### config.mk
export PLATFORM = sky130hd
export DESIGN_NAME = seq_checker_0356_flat
export DESIGN_NICKNAME = d
export VERILOG_FILES = /design/src/rtl/seq_checker_0356_if.sv /design/src/rtl/seq_checker_0356.sv /design/src/flat_wrapper.sv
export SDC_FILE = /design/constraint.sdc
export NUM_CORES = 1
export LEC_CHECK = 0
export ABC_AREA = 1
export CAP_MARGIN = 20
export CORE_ASPECT_RATIO = 2
export CORE_MARGIN = 5
export CORE_UTILIZATION = 40
export CTS_CLUSTER_DIAMETER = 60
export DETAILED_ROUTE_END_ITERATION = 8
export SLEW_MARGIN = 20
export SYNTH_ARGS = -nofsm -noshare
export SYNTH_HDL_FRONTEND = slang
export SYNTH_SLANG_ARGS = --single-unit
### constraint.sdc
create_clock -name clk -period 1.6 [get_ports clk]
set_input_delay 0.48 -clock clk [delete_from_list [all_inputs] [get_ports clk]]
set_output_delay 0.48 -clock clk [all_outputs]
set_load 0.01 [all_outputs]
### src/rtl/seq_checker_0356_if.sv
`default_nettype none
// ============================================================================
//  Module      : seq_checker_0356_if
//  Description : Bundles the sample/status signals between the 0-3-5-6 counter
//                monitor and its environment.
//  Revision    : 1.0  initial release
// ============================================================================
interface seq_checker_0356_if #(
    parameter int ECW = 8,
    parameter int WCW = 8
);
    logic           en;
    logic [3:0]     q;
    logic           locked;
    logic           err;
    logic [ECW-1:0] err_count;
    logic [WCW-1:0] wrap_count;
    logic [3:0]     expected;

    // Environment side: presents samples, observes status
    modport master (
        output en,
        output q,
        input  locked,
        input  err,
        input  err_count,
        input  wrap_count,
        input  expected
    );

    // Checker side: consumes samples, produces status
    modport slave (
        input  en,
        input  q,
        output locked,
        output err,
        output err_count,
        output wrap_count,
        output expected
    );
endinterface
`default_nettype wire

### src/rtl/seq_checker_0356.sv
`default_nettype none
// ============================================================================
//  Module      : seq_checker_0356
//  Description : Monitors a 0->3->5->6->0 counter, locks after LOCK_N correct
//                consecutive samples, then pulses err on any deviation and
//                keeps saturating error / wrap counters.
//  Revision    : 1.0  initial release
// ============================================================================
module seq_checker_0356 #(
    parameter int LOCK_N = 4,
    parameter int ECW    = 8,
    parameter int WCW    = 8
) (
    input  wire logic            clk,
    input  wire logic            clear_n,
    seq_checker_0356_if.slave    bus
);

    localparam int c_GCW = $clog2(LOCK_N + 1);

    localparam logic [1:0] c_SEARCH  = 2'd0;
    localparam logic [1:0] c_ACQUIRE = 2'd1;
    localparam logic [1:0] c_LOCKED  = 2'd2;

    localparam logic [c_GCW-1:0] c_GC_ZERO = '0;
    localparam logic [c_GCW-1:0] c_GC_ONE  = c_GCW'(1);
    localparam logic [c_GCW-1:0] c_GC_LOCK = c_GCW'(LOCK_N);

    localparam logic [ECW-1:0] c_EC_ONE = ECW'(1);
    localparam logic [WCW-1:0] c_WC_ONE = WCW'(1);

    logic [1:0]       state_q,      state_d;
    logic [c_GCW-1:0] good_cnt_q,   good_cnt_d;
    logic [3:0]       expected_q,   expected_d;
    logic             err_q,        err_d;
    logic [ECW-1:0]   err_count_q,  err_count_d;
    logic [WCW-1:0]   wrap_count_q, wrap_count_d;

    logic             w_legal;
    logic [3:0]       w_nxt;
    logic             w_match;
    logic [c_GCW-1:0] w_good_inc;

    // Successor of the sampled value and whether that value is part of the cycle
    always_comb begin
        w_legal = 1'b1;
        w_nxt   = 4'd0;
        case (bus.q)
            4'd0:    w_nxt = 4'd3;
            4'd3:    w_nxt = 4'd5;
            4'd5:    w_nxt = 4'd6;
            4'd6:    w_nxt = 4'd0;
            default: begin
                w_legal = 1'b0;
                w_nxt   = 4'd0;
            end
        endcase
    end

    assign w_match    = (bus.q == expected_q);
    assign w_good_inc = good_cnt_q + c_GC_ONE;

    // State register: all status is registered so no input reaches an output combinationally
    always_ff @(posedge clk or negedge clear_n) begin
        if (!clear_n) begin
            state_q      <= c_SEARCH;
            good_cnt_q   <= c_GC_ZERO;
            expected_q   <= 4'd0;
            err_q        <= 1'b0;
            err_count_q  <= '0;
            wrap_count_q <= '0;
        end else begin
            state_q      <= state_d;
            good_cnt_q   <= good_cnt_d;
            expected_q   <= expected_d;
            err_q        <= err_d;
            err_count_q  <= err_count_d;
            wrap_count_q <= wrap_count_d;
        end
    end

    // Next-state: evaluate the sample only when enabled; err defaults low so it is a single-cycle pulse
    always_comb begin
        state_d      = state_q;
        good_cnt_d   = good_cnt_q;
        expected_d   = expected_q;
        err_d        = 1'b0;
        err_count_d  = err_count_q;
        wrap_count_d = wrap_count_q;

        if (bus.en) begin
            case (state_q)
                c_SEARCH: begin
                    // Illegal samples leave the prediction untouched
                    if (w_legal) begin
                        expected_d = w_nxt;
                        good_cnt_d = c_GC_ONE;
                        state_d    = c_ACQUIRE;
                    end
                end

                c_ACQUIRE: begin
                    if (w_match) begin
                        good_cnt_d = w_good_inc;
                        expected_d = w_nxt;
                        if (w_good_inc == c_GC_LOCK) begin
                            state_d = c_LOCKED;
                        end
                    end else if (w_legal) begin
                        // A legal but unexpected value restarts the run from itself
                        expected_d = w_nxt;
                        good_cnt_d = c_GC_ONE;
                    end else begin
                        good_cnt_d = c_GC_ZERO;
                        state_d    = c_SEARCH;
                    end
                end

                c_LOCKED: begin
                    if (w_match) begin
                        expected_d = w_nxt;
                        if ((bus.q == 4'd6) && !(&wrap_count_q)) begin
                            wrap_count_d = wrap_count_q + c_WC_ONE;
                        end
                    end else begin
                        // The offending sample is discarded, not used as a new seed
                        err_d      = 1'b1;
                        good_cnt_d = c_GC_ZERO;
                        state_d    = c_SEARCH;
                        if (!(&err_count_q)) begin
                            err_count_d = err_count_q + c_EC_ONE;
                        end
                    end
                end

                default: begin
                    good_cnt_d = c_GC_ZERO;
                    state_d    = c_SEARCH;
                end
            endcase
        end
    end

    // Outputs: straight decode of the registered state
    always_comb begin
        bus.locked     = (state_q == c_LOCKED);
        bus.err        = err_q;
        bus.err_count  = err_count_q;
        bus.wrap_count = wrap_count_q;
        bus.expected   = expected_q;
    end

endmodule
`default_nettype wire

### src/flat_wrapper.sv
// flat-port wrapper written by rule: the top's interface ports become plain ports
module seq_checker_0356_flat 
#(
    parameter int LOCK_N = 4,
    parameter int ECW    = 8,
    parameter int WCW    = 8
)
  (clk, clear_n, bus_en, bus_q, bus_locked, bus_err, bus_err_count, bus_wrap_count, bus_expected);
  seq_checker_0356_if #(.ECW(ECW), .WCW(WCW)) bus_i ();
  input  wire logic clk;
  input  wire logic clear_n;
  input wire logic [$bits(bus_i.en)-1:0] bus_en;
  input wire logic [$bits(bus_i.q)-1:0] bus_q;
  output wire logic [$bits(bus_i.locked)-1:0] bus_locked;
  output wire logic [$bits(bus_i.err)-1:0] bus_err;
  output wire logic [$bits(bus_i.err_count)-1:0] bus_err_count;
  output wire logic [$bits(bus_i.wrap_count)-1:0] bus_wrap_count;
  output wire logic [$bits(bus_i.expected)-1:0] bus_expected;
  assign bus_i.en = bus_en;
  assign bus_i.q = bus_q;
  assign bus_locked = bus_i.locked;
  assign bus_err = bus_i.err;
  assign bus_err_count = bus_i.err_count;
  assign bus_wrap_count = bus_i.wrap_count;
  assign bus_expected = bus_i.expected;
  seq_checker_0356 #(.LOCK_N(LOCK_N), .ECW(ECW), .WCW(WCW)) u_core (.clk(clk), .clear_n(clear_n), .bus(bus_i));
endmodule
==> results by group, run 1 <==
Run status
  • Status: finished clean

Die
  • Starting density of the core: 41.2%
  • Row cnt: 32
  • Die area: 5440 um^2
  • I/O Pins: 29
  • Chip height: 99.5 um
  • Die span in x: 54.7 um
  • Core area: 3880 um^2

STA
  • Final hold vios: 0
  • Highest clock rate: 0.643 GHz
  • Final slew viol count: 0
  • Unrepaired setup endpoints after global routing: yes
  • Worst-Margin Slew: 0.271 ns
  • Slew HR: 81.8%
  • Clock Skew: 0.00267 ns
  • Setup violators final: 0
  • Min Tclk post-route: 1.55 ns
  • Post-route clock period utilization: 97.2%

Detailed routing
  • DR WL/cell: 12.2 um
  • DRT iter0 DRCs: 20
  • Drt first pass iters: 4
  • DR vias: 1,472
  • Post-route ant nets: 0
  • # DRC: 0
  • WL final: 3850 um
  • Vias/cell: 4.66

Global routing
  • Largest net degree at the start of global routing: 27
  • Overflow after GRT: 0
  • First-pass GRT wire length: 6420 um
  • GRT Util Overall: 15.8%
  • Antenna violations before repair: 0
  • Vias in the first global route: 1,459

Logic synthesis
  • Synth cell count leaders: 68 x nand2_1, 26 x dfrtp_1, 25 x inv_1
  • Synth Warn #: 0
  • Top FF cell, synth: dfrtp_1
  • Synth Net Count: 218
  • Avg Inst Size Synth: 7.84 um^2
  • Most common cell in the synthesized netlist: nand2_1
  • Top cells by area, synth: dfrtp_1 41%, nand2_1 16%, inv_1 5.9%
  • Area leader, netlist: dfrtp_1
  • Synth top area share: 40.7%
  • Seq/Total Area, Yosys: 40.7%
  • Synth cell types: 24
  • Mapped cell area: 1600 um^2
  • FF+latch count, synth: 26
  • Mapped Cells: 204
  • Post-synth EDFFs: 0
  • Asr flop ratio synth: 100%

Clocking
  • Worst skew pair latency: 0.27 ns
  • Hold_buf cts: 0
  • H-tree levels: 1
  • TritonCTS Sinks: 26
  • CTS tree: built
  • Reg clk slew, reported paths: 0.09 ns
  • Clk buf depth: 2
  • CTS Root Buffer Type: clkbuf_8
  • CTS buffer count: 3

Finish
  • Nets: 280
  • Area growth from synthesis to layout: 42.1%
  • Post-Route Utilization: 58.5%
  • Area occupied by multi-input gates: 923 um^2
  • FF+latch area: 653 um^2
  • Share of post-route cells with drive strength above 1: 27.2%
  • Fill count: 392
  • N_diodes: 0
  • Fin cells: 316

Critical path
  • Delay of the slowest cell on the worst path: 0.39 ns
  • Setup CP Type: reg2out
  • CP Data Arrival Time: 1.07 ns
  • CP Launch Type: flip-flop
  • Nature of the critical path endpoint: primary output
  • CP cell instances: buf_4 -> dlygate4sd2_1
  • Max FO, Critical Path: 2
  • Data required, critical path: 1.12 ns
  • Slowest CP cell: dfrtp_1

Power
  • Leak Pwr: 1.27 nW
  • Power share of the sequential group: 38.2%
  • Pwr dens: 955 nW/um^2
  • Switching power: 794 uW
  • Clock share of power: 19.4%
  • Combinational share of power: 42.4%
  • Switch share: 36.6%
  • Internal Power: 1.38 mW
  • Peak VDD IR: 0.000742 V

Worst hold path
  • Hold Crit Class: reg2reg

Placed design
  • Post-placement cell count: 297
  • GPL Wtd Cong: 0.811
  • Port Buffers: 28
  • Post-DP HPWL: 2670 um

Flow run
  • Max Cap Viol: 0
-- final cells by class --
cell class                      count  area share [%]
Tap cell                           51            2.81
Inverter                           30            5.17
Clock buffer                        4            2.42
Sequential cell                    26            28.7
Multi-Input combinational cell    149            40.6
Timing Repair Buffer               56            20.3
-- worst max-delay path: cells and delay by family (launching register included) --
kind	cells	cell delay [ns]
flops	1	0.39
buf+inv	2	0.41
-- routing by layer --
layer	GRT usage, %	part of all wire, %	vias up
met5	0	0	-
met2	27.5	54	22
met1	19.0	42	691
met3	0.900	1.7	4
met4	6.33	1.8	0
li1	-	-	755
-- logic make-up after synthesis --
| logic type | share of synthesized area (%) |
|---|---|
| simple gates | 35.0 |
| buf+inv | 7.35 |
| flops | 40.7 |
| xor+xnor | 7.66 |
| compound gates | 3.83 |
| fa+ha+maj | 5.47 |
-- state kept, by name, summed over array words and instances (netlist names) --
register,count
u_core.bus.err_count,8
u_core.good_cnt_q,3
u_core.bus.wrap_count,8
u_core.state_q,2
u_core.bus.expected,4
u_core.bus.err,1
-- stage by stage --
stage | cell area, um^2 | hold slack (ns) | worst slack, ns | power [mW] | setup TNS, ns
finish | 2270 | 0.518 | 0.0452 | 2.17 | 0
global route | 2270 | 0.546 | -0.0379 | 2.33 | -0.100
CTS | 2230 | 0.522 | -0.0347 | 2.15 | -0.0347
global placement | 2060 | 0.503 | -0.582 | 1.70 | -12.34
floorplan | 1600 | 0.184 | 0.156 | 1.36 | 0
detailed placement | 2060 | 0.500 | -0.587 | 1.70 | -12.68
-- path summary, 6_finish.rpt --
path	startpoint	endpoint	slack, ns	depth (start not counted)
setup / recovery	u_core.bus.wrap_count[1]$_DFFE_PN0P_	bus_wrap_count[1]	0.05	2
hold / removal	u_core.good_cnt_q[2]$_DFFE_PN0P_	u_core.good_cnt_q[2]$_DFFE_PN0P_	0.52	2
setup reg to reg	u_core.state_q[0]$_DFFE_PN0P_	u_core.bus.expected[2]$_DFFE_PN0P_	0.07	10
hold reg to reg	u_core.good_cnt_q[2]$_DFFE_PN0P_	u_core.good_cnt_q[2]$_DFFE_PN0P_	0.52	2
max in group asynchronous	clear_n	u_core.bus.wrap_count[4]$_DFFE_PN0P_	0.87	2
min in group asynchronous	clear_n	u_core.bus.wrap_count[1]$_DFFE_PN0P_	0.56	2
-- cell usage in the layout, fill, tap and decap left out, types with 3 or more instances in the layout --
cell           synthesis  routed
nand3_2                1       3
nand2_1               68      67
o21ai_1                7       7
nand3_1               17      13
nand2_4                4       5
ha_1                   7       5
nor2_4                 4       5
dfrtp_1               26      24
inv_1                 25      22
clkbuf_2               0       3
nand4_1                3       3
nand2_2                4       5
nor2_1                 9       8
xnor2_1                6       6
inv_2                  3       6
xor2_1                 8       8
dlygate4sd2_1          0      21
clkbuf_8               0       4
buf_4                  0      26
-- power groups by stage --
stage          Clock [mW]  Combinational (mW)  Sequential [mW]
6_report            0.420               0.921            0.830
4_1_cts             0.442               0.877            0.830
3_3_place_gp            0               0.835            0.862
5_1_grt             0.464                1.02            0.845
3_5_place_dp            0               0.838            0.864
2_1_floorplan           0               0.480            0.877
-- timing repair --
action / CTS / global route
hold endpoints to repair: 0 / 0
resized for setup: 40 / 19
endpoints found under the setup margin: 47 / 23
cloned: 1 / 0
setup buffers: 11 / 3
pin swaps: 3 / 4
Power figures use the tool's default switching activity.
==> run 2, diff against run 1 <==
--- a/config.mk
+++ b/config.mk
@@ -8,7 +8,6 @@
 export ABC_AREA = 1
 export CAP_MARGIN = 20
 export CORE_ASPECT_RATIO = 2
-export CORE_MARGIN = 5
 export CORE_UTILIZATION = 40
 export CTS_CLUSTER_DIAMETER = 60
 export DETAILED_ROUTE_END_ITERATION = 8
==> run 2 against run 1 <==
Final area shrank 1.5%. Clock power is 11% lower. Die area fell by 21%. Core utilization down 0.30 points. Fmax is 1.9% higher. Sequential share of layout area is 0.45 points higher. Via count fell by 0.41%. Non-clock buffer count is 1 lower. Worst setup slack better by 0.029 ns. Total power decreased by 3.7%. Global-route usage is 3.9 points higher. Critical path type is now in2reg. Largest cell class unchanged.
==> results by group, run 2 (synthesis results as in run 1) <==
Detailed routing
  • # DRC: 0
  • Vias/cell: 4.68
  • DR WL/cell: 11.7 um
  • WL final: 3680 um
  • DR vias: 1,466
  • Post-route ant nets: 0
  • Drt first pass iters: 4
  • DRT iter0 DRCs: 12

Clocking
  • CTS buffer count: 3
  • Reg clk slew, reported paths: 0.09 ns
  • Worst skew pair latency: 0.27 ns
  • CTS Root Buffer Type: clkbuf_8
  • H-tree levels: 1
  • TritonCTS Sinks: 26
  • Hold_buf cts: 0
  • CTS tree: built
  • Clk buf depth: 2

Critical path
  • Nature of the critical path endpoint: flip-flop
  • Data required, critical path: 1.76 ns
  • Setup CP Type: in2reg
  • Max FO, Critical Path: 7
  • Cells on worst reg2reg path: 10
  • CP Data Arrival Time: 1.69 ns
  • CP Launch Type: primary input

STA
  • Unrepaired setup endpoints after global routing: yes
  • Final slew viol count: 0
  • Worst-Margin Slew: 0.267 ns
  • Clock Skew: 0.00374 ns
  • Setup violators final: 0
  • Highest clock rate: 0.655 GHz
  • Final WS setup: 0.0741 ns
  • Min Tclk post-route: 1.53 ns
  • Final hold vios: 0
  • Slew HR: 82.1%
  • Post-route clock period utilization: 95.4%

Die
  • Die span in x: 46.7 um
  • Chip height: 91.5 um
  • Row cnt: 32
  • Core area: 3840 um^2
  • Starting density of the core: 41.6%
  • Die area: 4270 um^2
  • I/O Pins: 29

Placed design
  • Pre-CTS setup slack: -0.537 ns
  • Placed cell areas: 2060 um^2
  • GPL Wtd Cong: 0.821
  • Port Buffers: 28
  • Post-DP HPWL: 2780 um

Worst hold path
  • Hold Crit Class: reg2reg
  • Hold path cells: 2

Global routing
  • First-pass GRT wire length: 6190 um
  • GRT Util Overall: 19.7%
  • Largest net degree at the start of global routing: 27
  • Antenna violations before repair: 0
  • Overflow after GRT: 0
  • Vias in the first global route: 1,475

Finish
  • Commonest non-fill, non-tap cells in the layout: 68 x nand2_1, 26 x buf_4, 24 x dfrtp_1, 22 x inv_1, 21 x dlygate4sd2_1
  • N_diodes: 0
  • Most common library cell in the layout ignoring fill and taps: nand2_1
  • Nets: 278
  • Final instance area: 2240 um^2
  • Area growth from synthesis to layout: 39.9%
  • Share of post-route cells with drive strength above 1: 25.6%

Power
  • Pwr dens: 934 nW/um^2
  • Peak VDD IR: 0.000712 V
  • Leak Pwr: 1.25 nW

Run status
  • Status: finished clean

Flow run
  • Max Cap Viol: 0
==> run 2: cell types whose count changed in the layout (fill, tap and decap cells not counted), sizes merged <==
cell,delta
buf,-1
clkbuf,-1
nand2,-1
==> run 2: metrics by stage <==
stage	instances	util [%]	hold slack, ns	power, mW	setup TNS, ns
floorplan	204	-	0.184	1.36	0
global route	313	58.2	0.558	2.26	-0.0545
CTS	311	57.1	0.522	2.11	-0.0239
detailed placement	297	53.6	0.500	1.72	-11.20
finish	313	58.2	0.511	2.09	0
global placement	297	53.6	0.503	1.72	-11.04
==> run 2: what timing repair did <==
| action | 4_1_cts | 5_1_grt |
|---|---|---|
| resized for setup | 38 | 20 |
| hold endpoints to repair | 0 | 0 |
| buffers inserted | 11 | 2 |
| pin swaps | 2 | 3 |
| setup endpoints to repair | 47 | 22 |
==> run 2: worst paths after layout <==
path	from	end	slack [ns]
max in group asynchronous	clear_n	u_core.bus.wrap_count[2]$_DFFE_PN0P_	0.88
worst min-delay path	u_core.good_cnt_q[2]$_DFFE_PN0P_	u_core.good_cnt_q[2]$_DFFE_PN0P_	0.51
worst min register to register	u_core.good_cnt_q[2]$_DFFE_PN0P_	u_core.good_cnt_q[2]$_DFFE_PN0P_	0.51
worst max-delay path	bus_en	u_core.bus.err_count[4]$_DFFE_PN0P_	0.07
worst max register to register	u_core.state_q[0]$_DFFE_PN0P_	u_core.bus.expected[0]$_DFFE_PN0P_	0.09
min in group asynchronous	clear_n	u_core.bus.wrap_count[0]$_DFFE_PN0P_	0.56
==> run 2: layer usage <==
layer | share of wire, % | up-vias | GRT usage (%)
met5 | 0 | - | 0
met4 | 2.2 | 0 | 9.52
met3 | 1.9 | 7 | 1.39
met2 | 58 | 27 | 35.9
met1 | 38 | 681 | 20.6
li1 | - | 751 | -
==> run 2: where the power goes <==
part	leakage, nW	switching, mW	internal (mW)	total (mW)
Combinational	0.888	0.503	0.385	0.888
Sequential	0.344	0.0717	0.758	0.830
Clock	0.0216	0.204	0.169	0.373
==> run 2: area by class of cell <==
class                      instances  area, um^2
fill                             401        1610
multi-input combinational        148         913
sequential                        26         653
timing repair buffer              55         449
inverter                          30         118
tap                               51        63.8
clock buffer                       3        41.3
==> run 2: worst max-delay path: stages <==
cell and delay [ns]:
clkdlybuf4s50_1 0.50, inv_1 0.10, buf_4 0.16, nor2_8 0.15, nand2_4 0.10, o21ai_1 0.13, nand2_1 0.06
